==> src/rtl/alu_seq.sv <==
// -----------------------------------------------------------------------------
// alu_seq -- registered, handshaked ALU with an iterative shift-add multiplier.
//
// Operations are taken over a valid/ready input handshake. Single-cycle ops are
// computed combinationally and registered on the accepting edge. MUL latches its
// operands, runs one shift-add step per cycle for WIDTH cycles, then registers
// the product on the following edge. The result and flags are held in output
// registers until consumed over the valid/ready output handshake.
//
// Ports:
//   clk        rising-edge clock
//   rst_n      asynchronous active-low reset
//   in_valid   operand/opcode valid          in_ready   can accept this cycle
//   a, b       operands (WIDTH)              cin        carry-in / borrow-in
//   alu_sel    opcode (OP_W)
//   out_valid  unconsumed result held        out_ready  consumer accepts result
//   alu_out    registered result             alu_cout   carry/no-borrow/mul-ovf
//   overflow   signed overflow               zero       alu_out == 0
//   negative   alu_out MSB                   op_err     reserved opcode executed
// -----------------------------------------------------------------------------
module alu_seq #(
   parameter int WIDTH = 4,
   parameter int OP_W  = 4
) (
   input  logic             clk,
   input  logic             rst_n,
   input  logic             in_valid,
   output logic             in_ready,
   input  logic [WIDTH-1:0] a,
   input  logic [WIDTH-1:0] b,
   input  logic             cin,
   input  logic [OP_W-1:0]  alu_sel,
   output logic             out_valid,
   input  logic             out_ready,
   output logic [WIDTH-1:0] alu_out,
   output logic             alu_cout,
   output logic             overflow,
   output logic             zero,
   output logic             negative,
   output logic             op_err
);

   localparam int CNT_W = $clog2(WIDTH + 1);

   localparam logic [OP_W-1:0] OP_ADD  = OP_W'(0);
   localparam logic [OP_W-1:0] OP_SUB  = OP_W'(1);
   localparam logic [OP_W-1:0] OP_NOT  = OP_W'(2);
   localparam logic [OP_W-1:0] OP_AND  = OP_W'(3);
   localparam logic [OP_W-1:0] OP_OR   = OP_W'(4);
   localparam logic [OP_W-1:0] OP_XOR  = OP_W'(5);
   localparam logic [OP_W-1:0] OP_SLT  = OP_W'(6);
   localparam logic [OP_W-1:0] OP_EQ   = OP_W'(7);
   localparam logic [OP_W-1:0] OP_SLTU = OP_W'(8);
   localparam logic [OP_W-1:0] OP_MUL  = OP_W'(9);

   typedef enum logic [1:0] {S_IDLE, S_BUSY, S_DONE} state_t;

   state_t                r_state;
   logic [WIDTH-1:0]      r_alu_out;
   logic                  r_cout;
   logic                  r_ovf;
   logic                  r_err;
   logic [2*WIDTH-1:0]    r_acc;
   logic [2*WIDTH-1:0]    r_mcand;
   logic [WIDTH-1:0]      r_mplier;
   logic [CNT_W-1:0]      r_cnt;

   logic                  w_accept;
   logic                  w_is_mul;
   logic [WIDTH:0]        w_sum;
   logic [WIDTH:0]        w_diff;
   logic signed [WIDTH-1:0] w_sa;
   logic signed [WIDTH-1:0] w_sb;
   logic [WIDTH-1:0]      w_res;
   logic                  w_cout;
   logic                  w_ovf;
   logic                  w_err;
   logic [2*WIDTH-1:0]    w_acc_step;

   assign in_ready  = (r_state == S_IDLE) || ((r_state == S_DONE) && out_ready);
   assign out_valid = (r_state == S_DONE);
   assign w_accept  = in_valid && in_ready;
   assign w_is_mul  = (alu_sel == OP_MUL);

   assign alu_out  = r_alu_out;
   assign alu_cout = r_cout;
   assign overflow = r_ovf;
   assign op_err   = r_err;
   assign zero     = (r_alu_out == '0);
   assign negative = r_alu_out[WIDTH-1];

   // Extra top bit: carry for ADD, borrow for SUB (set when a < b+cin).
   assign w_sum  = {1'b0, a} + {1'b0, b} + {{WIDTH{1'b0}}, cin};
   assign w_diff = {1'b0, a} - {1'b0, b} - {{WIDTH{1'b0}}, cin};
   assign w_sa   = a;
   assign w_sb   = b;

   assign w_acc_step = r_acc + (r_mplier[0] ? r_mcand : '0);

   always_comb begin
      w_res  = '0;
      w_cout = 1'b0;
      w_ovf  = 1'b0;
      w_err  = 1'b0;
      case (alu_sel)
         OP_ADD: begin
            w_res  = w_sum[WIDTH-1:0];
            w_cout = w_sum[WIDTH];
            w_ovf  = (a[WIDTH-1] == b[WIDTH-1]) && (w_sum[WIDTH-1] != a[WIDTH-1]);
         end
         OP_SUB: begin
            w_res  = w_diff[WIDTH-1:0];
            w_cout = ~w_diff[WIDTH];
            w_ovf  = (a[WIDTH-1] != b[WIDTH-1]) && (w_diff[WIDTH-1] != a[WIDTH-1]);
         end
         OP_NOT:  w_res = ~a;
         OP_AND:  w_res = a & b;
         OP_OR:   w_res = a | b;
         OP_XOR:  w_res = a ^ b;
         OP_SLT:  w_res = {{(WIDTH-1){1'b0}}, (w_sa < w_sb)};
         OP_EQ:   w_res = {{(WIDTH-1){1'b0}}, (a == b)};
         OP_SLTU: w_res = {{(WIDTH-1){1'b0}}, (a < b)};
         OP_MUL:  w_res = '0;   // produced by the iterative path
         default: w_err = 1'b1;
      endcase
   end

   always_ff @(posedge clk or negedge rst_n) begin
      if (!rst_n) begin
         r_state   <= S_IDLE;
         r_alu_out <= '0;
         r_cout    <= 1'b0;
         r_ovf     <= 1'b0;
         r_err     <= 1'b0;
         r_acc     <= '0;
         r_mcand   <= '0;
         r_mplier  <= '0;
         r_cnt     <= '0;
      end else begin
         case (r_state)
            S_IDLE, S_DONE: begin
               if (w_accept) begin
                  if (w_is_mul) begin
                     r_state  <= S_BUSY;
                     r_mcand  <= {{WIDTH{1'b0}}, a};
                     r_mplier <= b;
                     r_acc    <= '0;
                     r_cnt    <= '0;
                  end else begin
                     r_state   <= S_DONE;
                     r_alu_out <= w_res;
                     r_cout    <= w_cout;
                     r_ovf     <= w_ovf;
                     r_err     <= w_err;
                  end
               end else if ((r_state == S_DONE) && out_ready) begin
                  r_state <= S_IDLE;
               end
            end
            S_BUSY: begin
               // WIDTH accumulate steps, then one edge to register the product.
               if (r_cnt == CNT_W'(WIDTH)) begin
                  r_state   <= S_DONE;
                  r_alu_out <= r_acc[WIDTH-1:0];
                  r_cout    <= |r_acc[2*WIDTH-1:WIDTH];
                  r_ovf     <= 1'b0;
                  r_err     <= 1'b0;
               end else begin
                  r_acc    <= w_acc_step;
                  r_mcand  <= r_mcand << 1;
                  r_mplier <= r_mplier >> 1;
                  r_cnt    <= r_cnt + CNT_W'(1);
               end
            end
            default: r_state <= S_IDLE;
         endcase
      end
   end

endmodule

==> config.mk <==
export PLATFORM = sky130hd
export DESIGN_NAME = alu_seq
export DESIGN_NICKNAME = d
export VERILOG_FILES = /design/src/rtl/alu_seq.sv
export SDC_FILE = /design/constraint.sdc
export NUM_CORES = 1
export LEC_CHECK = 0
export BUFFER_PORTS_ARGS = -buffer_cell sky130_fd_sc_hd__buf_2
export CORE_ASPECT_RATIO = 0.6
export CORE_MARGIN = 2
export CORE_UTILIZATION = 50
export CTS_CLUSTER_SIZE = 28
export DETAILED_ROUTE_END_ITERATION = 6
export PLACE_DENSITY = 0.69
export SLEW_MARGIN = 20
export SYNTH_ARGS = -nofsm -noshare
export SYNTH_HDL_FRONTEND = slang
export SYNTH_SLANG_ARGS = --single-unit
==> constraint.sdc <==
create_clock -name clk -period 3.21 [get_ports clk]
set_input_delay 0.4815 -clock clk [delete_from_list [all_inputs] [get_ports clk]]
set_output_delay 0.4815 -clock clk [all_outputs]
set_load 0.05 [all_outputs]
==> results.toml, run 1 <==
[clock_network]
postCtsResizedCells = 0
cts_buffer_depth = 2
cts.clk_slew.worst_paths_ps = 70
cts_htree_levels = 2
cts_tree = "built"
hold_buffers = 0
cts_root_buf = "clkbuf_8"
cts_made_buffers = 5
clock_latency_ps = 280
cts.sinks = 32
post_cts_buffers = 0

[job]
max_cap_violations = 0

[placement]
portBuffers = 27
place_ws_ps = 471
dp_hpwl_um = 5150
gp_congestion = 0.916

[timing]
timing.final.ws_setup_ps = 766
whs_ps = 248
rsz0062_at_grt = "false"
hold_viol = 0
max_slew_margin_pct = 43.3
finalClockSkew_ps = 3.92
period_minus_slack_ps = 2440
slew_viol_final = 0
worst_pin_slew_ps = 846
max_freq_ghz = 0.409
period_share_pct = 76.1
setup_viol = 0
tns_ps = 0

[critical_path]
worstPathRequired_ps = 3420
path_buf_inv = 1
cpLargestDelayFamily = "adder cells"
max_stage_delay_ps = 530
worstSetupPathType = "in2reg"
crit_cells = 8
rrSetupSlack_ps = 800
endpoint_kind = "flip-flop"
r2r_end = "r_acc[6]"
cp_slowest_cell = "fa_1"
startpoint_type = "primary input"
worst-path-max-fanout = 5
worstPathArrival_ps = 2650
rr_worst_depth = 8
path_cells = "buf_2 -> fa_1 -> fa_1 -> nor2_1 -> a211oi_1 -> a211oi_1 -> a2111oi_0 -> a2bb2oi_1"
r2r_start = "r_mplier[0]"

[floorplanning]
fp.dieArea_sq_mm = 0.00601
die_x_um = 98.8
io-pin-count = 28
die_h_um = 60.9
core-area_sq_mm = 0.00513
initial_core_util_pct = 52.5
fp-row-count = 20

[power]
intPower_uw = 881
switching_share_pct = 40.2
switchingPower_uw = 592
clkPwrFrac_pct = 21.8
power.density_mw_per_mm2 = 499
seq_power_share_pct = 40.4
p_leak_uw = 0.00144
peakVddDrop_mv = 0.324
p_comb_share_pct = 37.8

[yosys]
ys.flop_type = "dfrtp_1"
synth_seq_cells = 32
synthArstFlopShare_pct = 100
yosys-top-cells-count = "dfrtp_1 (32), ha_1 (27), inv_1 (26)"
synthTopCellsByArea = "dfrtp_1 (30%), ha_1 (13%), fa_1 (3.7%)"
synthCells = 306
synth_edf_count = 0
syn_nets = 355
synth-seq-area-share_pct = 29.7
synth_area_per_cell_sq_um = 8.81
yosys.cell_count.top_type = "dfrtp_1"
synth_area_sq_mm = 0.00270
synth_top_cell_area_share_pct = 29.7
yosys_warnings = 0
synth_top_cell_by_area = "dfrtp_1"
yosysUniqueCellTypes = 57

[grt]
grt_util_all_layers_pct = 23.2
grt-ovfl-total = 0
grt_pass1_vias = 2092
antenna_found_initial = 0
grt_pass1_wl_um = 10700
grt_max_degree = 33

[finish]
area_delta_synth_final_pct = 9.56
drive_gt1_share_pct = 14.2
nNetsFinal = 378
n_antenna_cell = 0

[detailed_routing]
wire_per_inst_um = 16.4
vias = 2370
ant_nets = 0
first_pass_iters = 4
vias_per_cell = 5.98
drcViolationCount = 0
wl_um = 6510
first_iter_violations = 251

[worst_hold_path]
hold_path_class = "in2async"

[run_status]
status = "finished, final reports clean"
[worst max-delay path by stage]
stage	from	endpoint	slack [ps]
after CTS	r_mplier[0]	r_acc[6]	760
final	a[0]	alu_out[1]	770
after floorplan	alu_out[1]	zero	560
after detailed placement	a[0]	alu_out[1]	470
after global routing	a[0]	alu_out[1]	600
after global placement	a[0]	alu_out[1]	570
[sequential cells by signal, indices dropped and copies added, names as in the netlist]
name / count
op_err: 1
overflow: 1
r_state: 2
alu_cout: 1
r_mcand: 8
alu_out: 4
r_cnt: 3
r_mplier: 4
r_acc: 8
[through the flow]
step / total power [uW] / cell area [sq um] / cells / utilization, %
after floorplan: 997 / 2700 / 306 / -
after global placement: 1140 / 2860 / 388 / 55.8
after detailed placement: 1150 / 2860 / 388 / 55.8
after CTS: 1480 / 2950 / 396 / 57.6
after global routing: 1570 / 2950 / 396 / 57.6
final: 1470 / 2950 / 396 / 57.6
[worst register-to-register path, cell delays in order, from the launching register on]
cell,delay (ps)
dfrtp_1,470
and2_1,190
ha_1,210
fa_1,400
a21o_1,170
a21o_1,200
a2111oi_0,420
a31oi_1,80
o21ai_0,170
[layout make-up]
class	count	area (sq um)
multi-input combinational	232	1710
inverter	26	97.6
tap	66	82.6
clock inverter	2	10.0
sequential	32	801
clock buffer	6	82.6
timing repair buffer	32	173
fill	464	2180
[cells by family (layout without fill, tap and decap cells)]
| logic type | count (synthesis) | in the layout | share of synthesized area [%] |
|---|---|---|---|
| fa+ha+maj | 32 | 32 | 16.2 |
| simple gates | 99 | 99 | 19.7 |
| mux | 2 | 2 | 0.789 |
| buf+inv | 42 | 66 | 6.96 |
| flops | 32 | 32 | 29.7 |
| xor+xnor | 8 | 8 | 2.60 |
| compound gates | 91 | 91 | 24.0 |
[layer usage]
layer | up-vias | track usage, % | wire length [um]
li1 | 1162 | - | -
met1 | 1127 | 39.5 | 3550
met2 | 81 | 28.4 | 2360
met3 | 0 | 6.11 | 609
met4 | 0 | 2.94 | 0
met5 | - | 0 | 0
[placed cells by master, fill, tap and decap left out, drive strengths merged, types with 2 or more instances in the layout]
cell type and n:
dfrtp 32, buf 32, ha 27, inv 26, nand2 21, nor2 19
a21oi 18, o21ai 16, nand2b 12, a211oi 9, o31ai 8, and2 7
nor3 7, a22o 7, nand3 6, clkbuf 6, nor2b 5, nor4 5
xnor2 5, fa 5, o21a 4, a21o 4, a2111oi 4, or4 3
xor2 3, a221o 3, and3 2, o211ai 2, a2bb2oi 2, or3b 2
a31oi 2, a32oi 2, clkinv 2, or2 2
[power groups by stage]
stage / Sequential, uW / Clock, uW / Combinational, uW
after floorplan: 625 / 0 / 372
after global placement: 596 / 0 / 543
after detailed placement: 601 / 0 / 550
after CTS: 595 / 328 / 553
after global routing: 611 / 346 / 617
final: 595 / 322 / 556
Power figures use the tool's default switching activity.
==> run 2, diff against run 1 <==
- ABC_AREA: default -> 1
- clock period: 3.21 -> 2.4 ns (I/O delays scaled with it)
==> results.toml, run 2 <==
[yosys]
synthArstFlopShare_pct = 100
synth_top_cell_area_share_pct = 29.7
yosys.cell_count.top_type = "nand2_1"
ys.flop_type = "dfrtp_1"
synth_area_sq_mm = 0.00270
synth_seq_cells = 32
yosys-top-cells-count = "nand2_1 (86), inv_1 (64), dfrtp_1 (32)"
synthCells = 366
synth-seq-area-share_pct = 29.7
synth_area_per_cell_sq_um = 7.37
yosys_warnings = 0
yosysUniqueCellTypes = 39
syn_nets = 415
synthTopCellsByArea = "dfrtp_1 (30%), ha_1 (13%), nand2_1 (12%)"
synth_top_cell_by_area = "dfrtp_1"
synth_edf_count = 0

[detailed_routing]
drcViolationCount = 0
ant_nets = 0
vias_per_cell = 5.32
first_pass_iters = 4
wire_per_inst_um = 15.2
wl_um = 7090
first_iter_violations = 196
vias = 2479

[finish]
final_cell_mix = "nand2_1 (86), inv_1 (64), dfrtp_1 (32)"
reg.largest.list = "r_acc (8), r_mcand (8)"
fill_cells = 481
layout_commonest_cell = "nand2_1"
area.sequential_sq_um = 801
nNetsFinal = 448
area_delta_synth_final_pct = 12.6
drive_gt1_share_pct = 16.0
multiInputGateArea_sq_mm = 0.00159
n_antenna_cell = 0

[power]
power.density_mw_per_mm2 = 641
switchingPower_uw = 743
peakVddDrop_mv = 0.329
finalPower_uw = 1950
intPower_uw = 1210
clkPwrFrac_pct = 29.8
seq_power_share_pct = 36.8
switching_share_pct = 38.1
p_leak_uw = 0.00166
p_comb_share_pct = 33.4

[worst_hold_path]
hold_path_class = "in2async"

[clock_network]
cts_root_buf = "clkbuf_8"
clock_latency_ps = 290
postCtsResizedCells = 0
cts_tree = "built"
post_cts_buffers = 0
cts_made_buffers = 5
cts_buffer_depth = 2
cts.clk_slew.worst_paths_ps = 70
hold_buffers = 0
cts.sinks = 32
cts_htree_levels = 2

[critical_path]
r2r_start = "r_mplier[0]"
startpoint_type = "primary input"
max_stage_delay_ps = 600
worstPathRequired_ps = 2610
worstSetupPathType = "in2reg"
cp_slowest_cell = "fa_1"
path_cells = "buf_2 -> fa_1 -> inv_1 -> ha_1 -> o21ai_0 -> nand3_1 -> nand2_1 -> nand3_1 -> nand3_1 -> nand2_1 -> a21oi_1"
crit_path_frequent_cell = "nand3_1"
startpoint = "a[0]"
worstPathArrival_ps = 2190
worst-path-max-fanout = 4
endpoint_kind = "flip-flop"

[timing]
hold_viol = 0
finalClockSkew_ps = 7.70
max_slew_margin_pct = 50.7
worst_pin_slew_ps = 739
slew_viol_final = 0
rsz0062_at_grt = "false"
period_share_pct = 82.5
max_freq_ghz = 0.505
tns_ps = 0
period_minus_slack_ps = 1980
setup_viol = 0

[floorplanning]
fp-row-count = 20
die_h_um = 60.9
initial_core_util_pct = 52.6
die_x_um = 98.8
io-pin-count = 28
fp.dieArea_sq_mm = 0.00602
core-area_sq_mm = 0.00513

[placement]
dp_hpwl_um = 5710
gp_congestion = 0.927
portBuffers = 27

[grt]
grt-ovfl-total = 0
grt_pass1_vias = 2328
antenna_found_initial = 0
grt_pass1_wl_um = 11700
grt_max_degree = 33
grt_util_all_layers_pct = 25.5

[run_status]
status = "finished, final reports clean"

[job]
max_cap_violations = 0
==> run 2: cell count changes in the layout (fill, tap and decap cells not counted), moves of 7 or more <==
cell,before,now
nand2_1,21,86
inv_1,26,64
nand3_1,6,24
nand2b_1,12,0
a211oi_1,9,0
a22o_1,7,0
and2_1,7,0
o21ai_1,0,7
o31ai_1,8,1
==> run 2: worst max-delay path: cells and delay by family <==
kind | cells | cell delay (ps)
compound gates | 2 | 370
buf+inv | 2 | 200
simple gates | 5 | 480
fa+ha+maj | 2 | 770
==> run 2: worst paths after layout <==
kind	endpoint	cells past startpoint	slack (ps)
setup / recovery	alu_out[3]	11	420
setup reg to reg	r_acc[6]	12	440
hold / removal	r_acc[2]	1	130
min in group clk	r_state[1]	4	350
max in group asynchronous	r_mplier[3]	1	1790
hold reg to reg	op_err	2	500
==> run 2: cell type report <==
class,count,area share [%]
Timing Repair Buffer,32,5.68
Tap cell,66,2.72
Clock inverter,1,0.988
Sequential cell,32,26.3
Clock buffer,7,3.17
Multi-Input combinational cell,257,52.2
Inverter,71,8.89
==> run 2: power groups by stage <==
stage | clock network, uW | registers (uW) | logic, uW
finish | 581 | 718 | 650
detailed placement | 0 | 726 | 643
floorplan | 0 | 785 | 392
global route | 600 | 730 | 730
CTS | 587 | 716 | 646
global placement | 0 | 724 | 637
==> run 2: layer usage <==
metal | vias to the layer above | wire [um] | track usage, %
li1 | 1233 | - | -
met1 | 1129 | 3800 | 40.6
met2 | 112 | 2500 | 33.9
met3 | 5 | 763 | 7.60
met4 | 0 | 27 | 3.52
met5 | - | 0 | 0
==> run 2: cell families after synthesis <==
group	count (synthesis)	share of synthesized area, %
compound gates	65	14.4
flops	32	29.7
fa+ha+maj	32	16.2
xor+xnor	3	0.974
buf+inv	77	11.8
simple gates	157	26.9
==> run 2: stage by stage <==
| step | hold slack, ps | utilization, % | area [sq um] | instances | worst slack, ps |
|---|---|---|---|---|---|
| 5_1_grt | 209 | 59.2 | 3040 | 466 | 269 |
| 4_1_cts | 161 | 59.2 | 3040 | 466 | 454 |
| 6_report | 132 | 59.2 | 3040 | 466 | 421 |
| 2_1_floorplan | 64.4 | - | 2710 | 366 | 430 |
| 3_3_place_gp | 458 | 56.8 | 2910 | 458 | 215 |
| 3_5_place_dp | 470 | 56.8 | 2910 | 458 | 191 |
